$ cat config.mk
export PLATFORM = sky130hd
export DESIGN_NAME = mem_port_arbiter
export DESIGN_NICKNAME = d
export VERILOG_FILES = /design/src/rtl/mem_port_arbiter.sv
export SDC_FILE = /design/constraint.sdc
export NUM_CORES = 1
export LEC_CHECK = 0
export CAP_MARGIN = 20
export CORE_ASPECT_RATIO = 1.4
export CORE_MARGIN = 1.5
export CORE_UTILIZATION = 36
export DETAILED_ROUTE_END_ITERATION = 8
export GPL_TIMING_DRIVEN = 0
export PLACE_DENSITY = 0.76
export SKIP_CTS_REPAIR_TIMING = 1
export SYNTH_ARGS = -nofsm -noshare
export SYNTH_HDL_FRONTEND = slang
export SYNTH_SLANG_ARGS = --single-unit
$ cat constraint.sdc
create_clock -name clk_i -period 1.55 [get_ports clk_i]
set_input_delay 0.3875 -clock clk_i [delete_from_list [all_inputs] [get_ports clk_i]]
set_output_delay 0.3875 -clock clk_i [all_outputs]
set_load 0.02 [all_outputs]
$ cat src/rtl/mem_port_arbiter.sv
// Purpose: shares one memory port between instruction fetch and the MEM-stage data requester.
// Latency: request sampled in IDLE at N, mem_req_o at N+1, rvalid pulse at N+3 minimum.
// Backpressure: requesters hold req until their 1-cycle gnt pulse; one outstanding transaction.
//
// Ports:
//   clk_i, rst_i                          clock, synchronous active-high reset
//   if_req_i/if_addr_i -> if_gnt_o/if_rvalid_o/if_rdata_o           fetch requester
//   d_req_i/d_we_i/d_addr_i/d_wdata_i/d_be_i -> d_gnt_o/d_rvalid_o/d_rdata_o  data requester
//   mem_req_o/mem_we_o/mem_addr_o/mem_wdata_o/mem_be_o, mem_gnt_i/mem_rvalid_i/mem_rdata_i  memory port
//   busy_o (not IDLE), err_o (response timeout pulse)
// Optional feature macro: MEM_ARB_RR_EN (round-robin between requesters when both pend).
module mem_port_arbiter #(
  parameter int ADDR_W  = 32,
  parameter int DATA_W  = 32,
  parameter int TIMEOUT = 255
) (
  input  logic                clk_i,
  input  logic                rst_i,
  input  logic                if_req_i,
  input  logic [ADDR_W-1:0]   if_addr_i,
  output logic                if_gnt_o,
  output logic                if_rvalid_o,
  output logic [DATA_W-1:0]   if_rdata_o,
  input  logic                d_req_i,
  input  logic                d_we_i,
  input  logic [ADDR_W-1:0]   d_addr_i,
  input  logic [DATA_W-1:0]   d_wdata_i,
  input  logic [DATA_W/8-1:0] d_be_i,
  output logic                d_gnt_o,
  output logic                d_rvalid_o,
  output logic [DATA_W-1:0]   d_rdata_o,
  output logic                mem_req_o,
  output logic                mem_we_o,
  output logic [ADDR_W-1:0]   mem_addr_o,
  output logic [DATA_W-1:0]   mem_wdata_o,
  output logic [DATA_W/8-1:0] mem_be_o,
  input  logic                mem_gnt_i,
  input  logic                mem_rvalid_i,
  input  logic [DATA_W-1:0]   mem_rdata_i,
  output logic                busy_o,
  output logic                err_o
);

  localparam int BE_W  = DATA_W / 8;
  localparam int CNT_W = $clog2(TIMEOUT + 1);
  localparam logic [CNT_W-1:0] CNT_LAST = CNT_W'(TIMEOUT - 1);

  typedef enum logic [1:0] {IDLE, REQ, RESP, DONE} state_t;

  state_t              state;
  logic                owner_d;    // 1 = data requester owns the transaction
  logic                we_q;
  logic [ADDR_W-1:0]   addr_q;
  logic [DATA_W-1:0]   wdata_q;
  logic [BE_W-1:0]     be_q;
  logic [CNT_W-1:0]    cnt;
  logic [DATA_W-1:0]   if_rdata_q;
  logic [DATA_W-1:0]   d_rdata_q;
  logic                if_rvalid_q;
  logic                d_rvalid_q;
  logic                err_q;
  logic                sel_data;

`ifdef MEM_ARB_RR_EN
  logic last_owner_d;  // 0 = fetch was served last (reset value)
  // When both pend, serve whoever was not served last.
  assign sel_data = d_req_i && (!if_req_i || !last_owner_d);
`else
  assign sel_data = d_req_i;
`endif

  always_ff @(posedge clk_i) begin
    if (rst_i) begin
      state       <= IDLE;
      owner_d     <= 1'b0;
      we_q        <= 1'b0;
      addr_q      <= '0;
      wdata_q     <= '0;
      be_q        <= '0;
      cnt         <= '0;
      if_rdata_q  <= '0;
      d_rdata_q   <= '0;
      if_rvalid_q <= 1'b0;
      d_rvalid_q  <= 1'b0;
      err_q       <= 1'b0;
`ifdef MEM_ARB_RR_EN
      last_owner_d <= 1'b0;
`endif
    end else begin
      // Response/error flags are single-cycle: set on entry to DONE only.
      if_rvalid_q <= 1'b0;
      d_rvalid_q  <= 1'b0;
      err_q       <= 1'b0;
      case (state)
        IDLE: begin
          if (if_req_i || d_req_i) begin
            owner_d <= sel_data;
            if (sel_data) begin
              we_q    <= d_we_i;
              addr_q  <= d_addr_i;
              wdata_q <= d_wdata_i;
              be_q    <= d_be_i;
            end else begin
              we_q    <= 1'b0;
              addr_q  <= if_addr_i;
              wdata_q <= '0;
              be_q    <= '1;
            end
            state <= REQ;
          end
        end
        REQ: begin
          if (mem_gnt_i) begin
            cnt   <= '0;
            state <= RESP;
          end
        end
        RESP: begin
          if (mem_rvalid_i) begin
            if (owner_d) d_rdata_q  <= mem_rdata_i;
            else         if_rdata_q <= mem_rdata_i;
            d_rvalid_q  <= owner_d;
            if_rvalid_q <= !owner_d;
            state       <= DONE;
          end else if (cnt == CNT_LAST) begin
            // Abort: owner still gets its response pulse, with zero data.
            if (owner_d) d_rdata_q  <= '0;
            else         if_rdata_q <= '0;
            d_rvalid_q  <= owner_d;
            if_rvalid_q <= !owner_d;
            err_q       <= 1'b1;
            state       <= DONE;
          end else begin
            cnt <= cnt + CNT_W'(1);
          end
        end
        DONE: begin
`ifdef MEM_ARB_RR_EN
          last_owner_d <= owner_d;
`endif
          state <= IDLE;
        end
        default: state <= IDLE;
      endcase
    end
  end

  // Grant is passed through in the same cycle the memory accepts.
  assign if_gnt_o    = (state == REQ) && mem_gnt_i && !owner_d;
  assign d_gnt_o     = (state == REQ) && mem_gnt_i && owner_d;
  assign if_rvalid_o = if_rvalid_q;
  assign d_rvalid_o  = d_rvalid_q;
  assign if_rdata_o  = if_rdata_q;
  assign d_rdata_o   = d_rdata_q;
  assign err_o       = err_q;
  assign busy_o      = (state != IDLE);
  assign mem_req_o   = (state == REQ);
  assign mem_we_o    = we_q;
  assign mem_addr_o  = addr_q;
  assign mem_wdata_o = wdata_q;
  assign mem_be_o    = be_q;

endmodule
# Yosys cells after proc, flatten, opt, wreduce, memory -nomap -nowiden
# Cells that the tools add are included.
[totals] regBits=147 word_cells=66
[op_classes] n_addsub=1 eq_ne=9 muxes=26 bitwise_logic=2 n_reduce_logical=16
[ops] operator="$mux 32" count=10
[ops] operator="$mux 8" count=3
[ops] operator="$pmux 8 s2" count=1
[ops] operator="$reduce_and 3->1" count=3
[ops] operator="$add 8x1->8 const B" count=1
[ops] operator="$eq 8x8->1 const B" count=1
[ops] operator="$mux 2" count=4
[ops] operator="$pmux 2 s4" count=1
[ops] operator="$mux 1" count=6
[ops] operator="$ne 2x2->1 const B" count=3
[ops] operator="$reduce_bool 2->1" count=3
[ops] operator="$eq 2x2->1 const B" count=2
[ops] operator="$mux 4" count=1
[ops] operator="$reduce_and 4->1" count=1
[ops] operator="$logic_and 1x1->1" count=3
[ops] operator="$ne 3x3->1 const B" count=1
[ops] operator="$reduce_or 3->1" count=1
[ops] operator="$eq 2x1->1 const B" count=1
[ops] operator="$logic_not 2->1" count=1
[ops] operator="$ne 2x1->1 const B" count=1
[ops] operator="$not 1->1" count=2
[ops] operator="$reduce_and 2->1" count=1
[ops] operator="$reduce_or 2->1" count=1
[ops] operator="$logic_not 1->1" count=1
[ops] operator="$logic_or 1x1->1" count=1

# Longest topological paths before layout
[depth] ltp_word=4 depth_mapped=7 depth_no_buf=6

# Worst setup path after synthesis
# No wires, ideal clock.
[synth_path] kind="register -> register" start="register state[1]" end="register cnt[2]" t_arrival_ns=1.619 required_time_ns=1.416 slack_ns=-0.204 path_stages_with_launch=7 n_path_buf=0 period_less_slack_ns=1.754 path_cell_list="dfxtp_1 -> inv_1 -> ha_1 -> nor2b_1 -> a211o_1 -> o311ai_0 -> o31ai_1"
[synth_via] elab_chain_cells=3 word_cells_on_any_way=8 classes_between="eq/ne: 5; mux: 1; reduce/logical: 2"
[synth_rtl] element="start, declared" line_no="50" source="state_t state;"
[synth_rtl] element="start signal, assigned" line_no="74" source="state <= IDLE;"
[synth_rtl] element="start signal, assigned" line_no="109" source="state <= REQ;"
[synth_rtl] element="start signal, assigned" line_no="115" source="state <= RESP;"
[synth_rtl] element="$eq 2x1->1 (*)"
[synth_rtl] element="via mem_req_o" line_no="32" source="output logic mem_req_o,"
[synth_rtl] element="$ne 2x1->1 (no line) or $reduce_bool 2->1 (tied branches)"
[synth_rtl] element="$reduce_and 4->1 (no line)"
[synth_rtl] element="end signal, assigned" line_no="134" source="cnt <= cnt + CNT_W'(1);"
[synth_rtl] element="end, declared" line_no="56" source="logic [CNT_W-1:0] cnt;"
# Mark *: on every way through the listed nets, which the timed path passes. The rest lies on a longest branch.
# A chain may end at the register's enable or synchronous reset.

# Final worst setup path
[layout_path] start="register state[1]" end="output d_gnt_o"
[layout_via] elab_chain_cells=3
[layout_rtl] element="$eq 2x1->1" line_no="150" source="assign d_gnt_o = (state == REQ) && mem_gnt_i && owner_d;"
[layout_rtl] element="$logic_and 1x1->1 (2 in a row)" line_no="150"
[layout_rtl] element="end, declared" line_no="29" source="output logic d_gnt_o,"
# No other way between the ends.

==> reports/qor.json <==
{
  "logic_synthesis": {
    "asyncSetResetFlopFracSynth": 0,
    "post_synthesis_simple_gate_area_fraction": 0.1232,
    "fraction_of_synthesized_cell_area_in_xor_and_xnor_cells": 0,
    "mappedNetlistNets": 701,
    "postSynthCellCount": 556,
    "synth.lib_cells_used.distinct": 35,
    "largest_family_of_logic_cells_by_synthesized_area": "compound AO/OA/AOI/OAI gates",
    "synth_area_per_cell_sq_um": 10.03,
    "synth_ff_type": "sky130_fd_sc_hd__dfxtp_1",
    "ys.warnings.count": 0,
    "synth_area_leader_cell": "sky130_fd_sc_hd__dfxtp_1",
    "synthesis.area_sq_um": 5577,
    "synth-compound-area-share": 0.2289,
    "synth-seq-cells": 147,
    "synthAdderAreaFrac": 0.01346,
    "yosys-mux-area-fraction": 0.06103,
    "synthDominantCellAreaShare": 0.5277,
    "synth_top_cells_by_area": "sky130_fd_sc_hd__dfxtp_1, sky130_fd_sc_hd__a32o_1, sky130_fd_sc_hd__mux2i_1, sky130_fd_sc_hd__a211oi_1, sky130_fd_sc_hd__a21oi_1",
    "synth_sequential_area_ratio": 0.5277,
    "synth_enable_flop_cells": 0
  },
  "clock_network": {
    "clock_tree.root_cell": "sky130_fd_sc_hd__clkbuf_16",
    "path_clk_slew_ns": 0.06,
    "cts_num_sinks": 147,
    "insertion_delay_ns": 0.41,
    "htreeDepth": 4,
    "cts-buffers-inserted": 17,
    "cts_tree": "done",
    "clock_path_buffers": 2
  },
  "layout": {
    "layout_commonest_cell": "sky130_fd_sc_hd__dfxtp_1",
    "ff_latch_area_sq_um": 2968,
    "n_antenna_cell": 0,
    "nNetsFinal": 1016,
    "multi_input_area_sq_um": 2577,
    "post-route-util": 0.6666,
    "drive_above_1_share": 0.1595,
    "syn_to_final_growth_pct": 79.94,
    "layout_common_cells": "sky130_fd_sc_hd__dfxtp_1, sky130_fd_sc_hd__dlymetal6s2s_1, sky130_fd_sc_hd__clkdlybuf4s50_1",
    "stdcell_count": 1076,
    "number_of_filler_cells_placed_in_the_layout": 1229
  },
  "global_routing": {
    "wire_length_of_the_first_global_routing_pass_microns": 27670,
    "antenna_found_initial": 0,
    "grt_start_max_net_pins": 17,
    "grt_overall_usage": 0.2198,
    "grt_overflow": 0,
    "grt_pass1_vias": 5379
  },
  "timing": {
    "finalHoldViolCount": 0,
    "max-slew-margin-rel": 0.6260,
    "grt_setup_unrepaired": "yes",
    "final_critical_path_setup_slack_ns": -0.1882,
    "timing_worst_slew_pin_value_ns": 0.5610,
    "finalSetupViolations": 63,
    "fin_crit_ns": 1.738,
    "post-route-period-util": 1.121,
    "fin_skew_ns": 0.009550,
    "achievable-frequency_ghz": 0.5753,
    "slew_viol_final": 0
  },
  "hold_path": {
    "timing.hold.worst.start": "mem_wdata_o[23]$_SDFFE_PP0P_",
    "hold-path-endpoint": "mem_wdata_o[23]$_SDFFE_PP0P_",
    "whs_path_depth": 2,
    "hold_class": "reg -> reg"
  },
  "detailed_routing": {
    "drc": 0,
    "dr_total_vias": 5718,
    "ant_nets": 0,
    "via_count_normalized_by_instance_count": 5.314,
    "route.detailed.wl_per_inst_microns": 18.32,
    "drt_first_iter_violations": 289,
    "drt-pass1-iter-count": 5,
    "routed_wire_length_microns": 19710
  },
  "die": {
    "placeableCoreArea_sq_um": 15050,
    "floorplan.die_area_sq_um": 16260,
    "initial_core_util": 0.3705,
    "std_cell_rows": 53,
    "die_height_microns": 150.3,
    "floorplan.io_pins": 279,
    "dieWidth_microns": 108.2
  },
  "placement": {
    "port_buffers": 276,
    "place.gp.congestion": 0.8684,
    "numPlacedInstances": 1024,
    "detailed_place_hpwl_microns": 13940
  },
  "run_status": {
    "status": "finished with violations",
    "violations": "negative setup slack"
  },
  "critical_path": {
    "timing_worst_setup_path_type": "reg -> out",
    "endpoint_kind": "output pin",
    "ff2ff_setup_slack_ns": -0.11,
    "cp-start-kind": "flip-flop",
    "worstReg2RegStart": "cnt[0]$_SDFFE_PP0P_",
    "rr_endpoint": "d_rdata_o[7]$_SDFFE_PP0P_",
    "worst-endpoint-required_ns": 1.16,
    "critical_path.startpoint": "state[1]$_SDFFE_PP0P_",
    "arrival_ns": 1.35,
    "worst-path-max-fanout": 4,
    "worst-r2r-cell-count": 8
  },
  "flow_run": {
    "maxCapViolCount": 0
  },
  "power": {
    "power.density_cell_area_nw_per_um2": 1442,
    "irDropWorstVdd_v": 0.0009423,
    "cellLeakagePower_nw": 5.931
  }
}
==> metal layers <==
metal	part of all wire	up-vias	global-route usage
li1	-	2705	-
met1	0.35	2701	0.2290
met2	0.54	273	0.4057
met3	0.082	39	0.07706
met4	0.024	0	0.07237
met5	0	-	0
==> worst max path at each step <==
| stage | end | slack (ns) |
|---|---|---|
| after floorplan | cnt[2]$_SDFFE_PP0P_ | 0.003 |
| after global placement | d_gnt_o | -0.74 |
| after detailed placement | d_gnt_o | -0.74 |
| after CTS | busy_o | -0.82 |
| after global routing | d_gnt_o | -0.25 |
| final | d_gnt_o | -0.19 |
==> critical path, cell delays in order, from the launching register on <==
cell                      delay (ns)
sky130_fd_sc_hd__dfxtp_4        0.36
sky130_fd_sc_hd__inv_4          0.08
sky130_fd_sc_hd__ha_4           0.16
sky130_fd_sc_hd__nand2_4        0.08
sky130_fd_sc_hd__nor2_4         0.14
sky130_fd_sc_hd__buf_6          0.13
==> registers in the layout (all words and copies together), names as in the netlist <==
| signal | count |
|---|---|
| if_rvalid_o | 1 |
| state | 2 |
| mem_be_o | 4 |
| cnt | 8 |
| if_rdata_o | 32 |
| err_o | 1 |
| d_rvalid_o | 1 |
| d_rdata_o | 32 |
| owner_d | 1 |
| mem_addr_o | 32 |
| mem_wdata_o | 32 |
| mem_we_o | 1 |
==> stage by stage <==
step	TNS [ns]	hold slack [ns]	power, mW	area [sq um]	setup slack [ns]
after CTS	-65.76	0.4509	14.03	9219	-0.8246
after global placement	-88.01	0.4371	10.07	8660	-0.7392
after floorplan	0	0.4535	7.778	5657	0.002509
final	-5.623	0.4462	14.47	10030	-0.1882
after global routing	-8.338	0.4639	15.18	10030	-0.2487
after detailed placement	-88.76	0.4434	10.13	8660	-0.7414
==> report_power, final <==
group          internal, mW  switching, mW
sequential             4.43          0.346
clock                  2.14           1.75
combinational          2.58           3.23
total                  9.14           5.32
==> Yosys cell counts, drive strengths merged, types with 3 or more instances <==
library cell and number:
and3 4, clkbuf 37, inv 7, nand2 45
nand3 37, ha 6, dfxtp 147, o32ai 3
a21oi 38, nor2 43, nor3 3, a32o 64
nand3b 5, buf 16, a211oi 36, mux2i 34
o21ai 10, nor2b 3
==> cell type report <==
cell class	count	area share
Clock buffer	18	0.04377
Clock inverter	14	0.01197
Buffer	52	0.03229
Timing Repair inverter	1	0.0004988
Timing Repair Buffer	296	0.3312
Inverter	7	0.003741
Multi-Input combinational cell	349	0.2569
Tap cell	192	0.02394
Sequential cell	147	0.2958
==> kinds of logic after synthesis <==
group,after synthesis
AOI/OAI and AO/OA,160
and+or+nand+nor,149
muxes,34
adders and majority gates,6
buffers and inverters,60
DFF,147
Power figures use the tool's default switching activity.
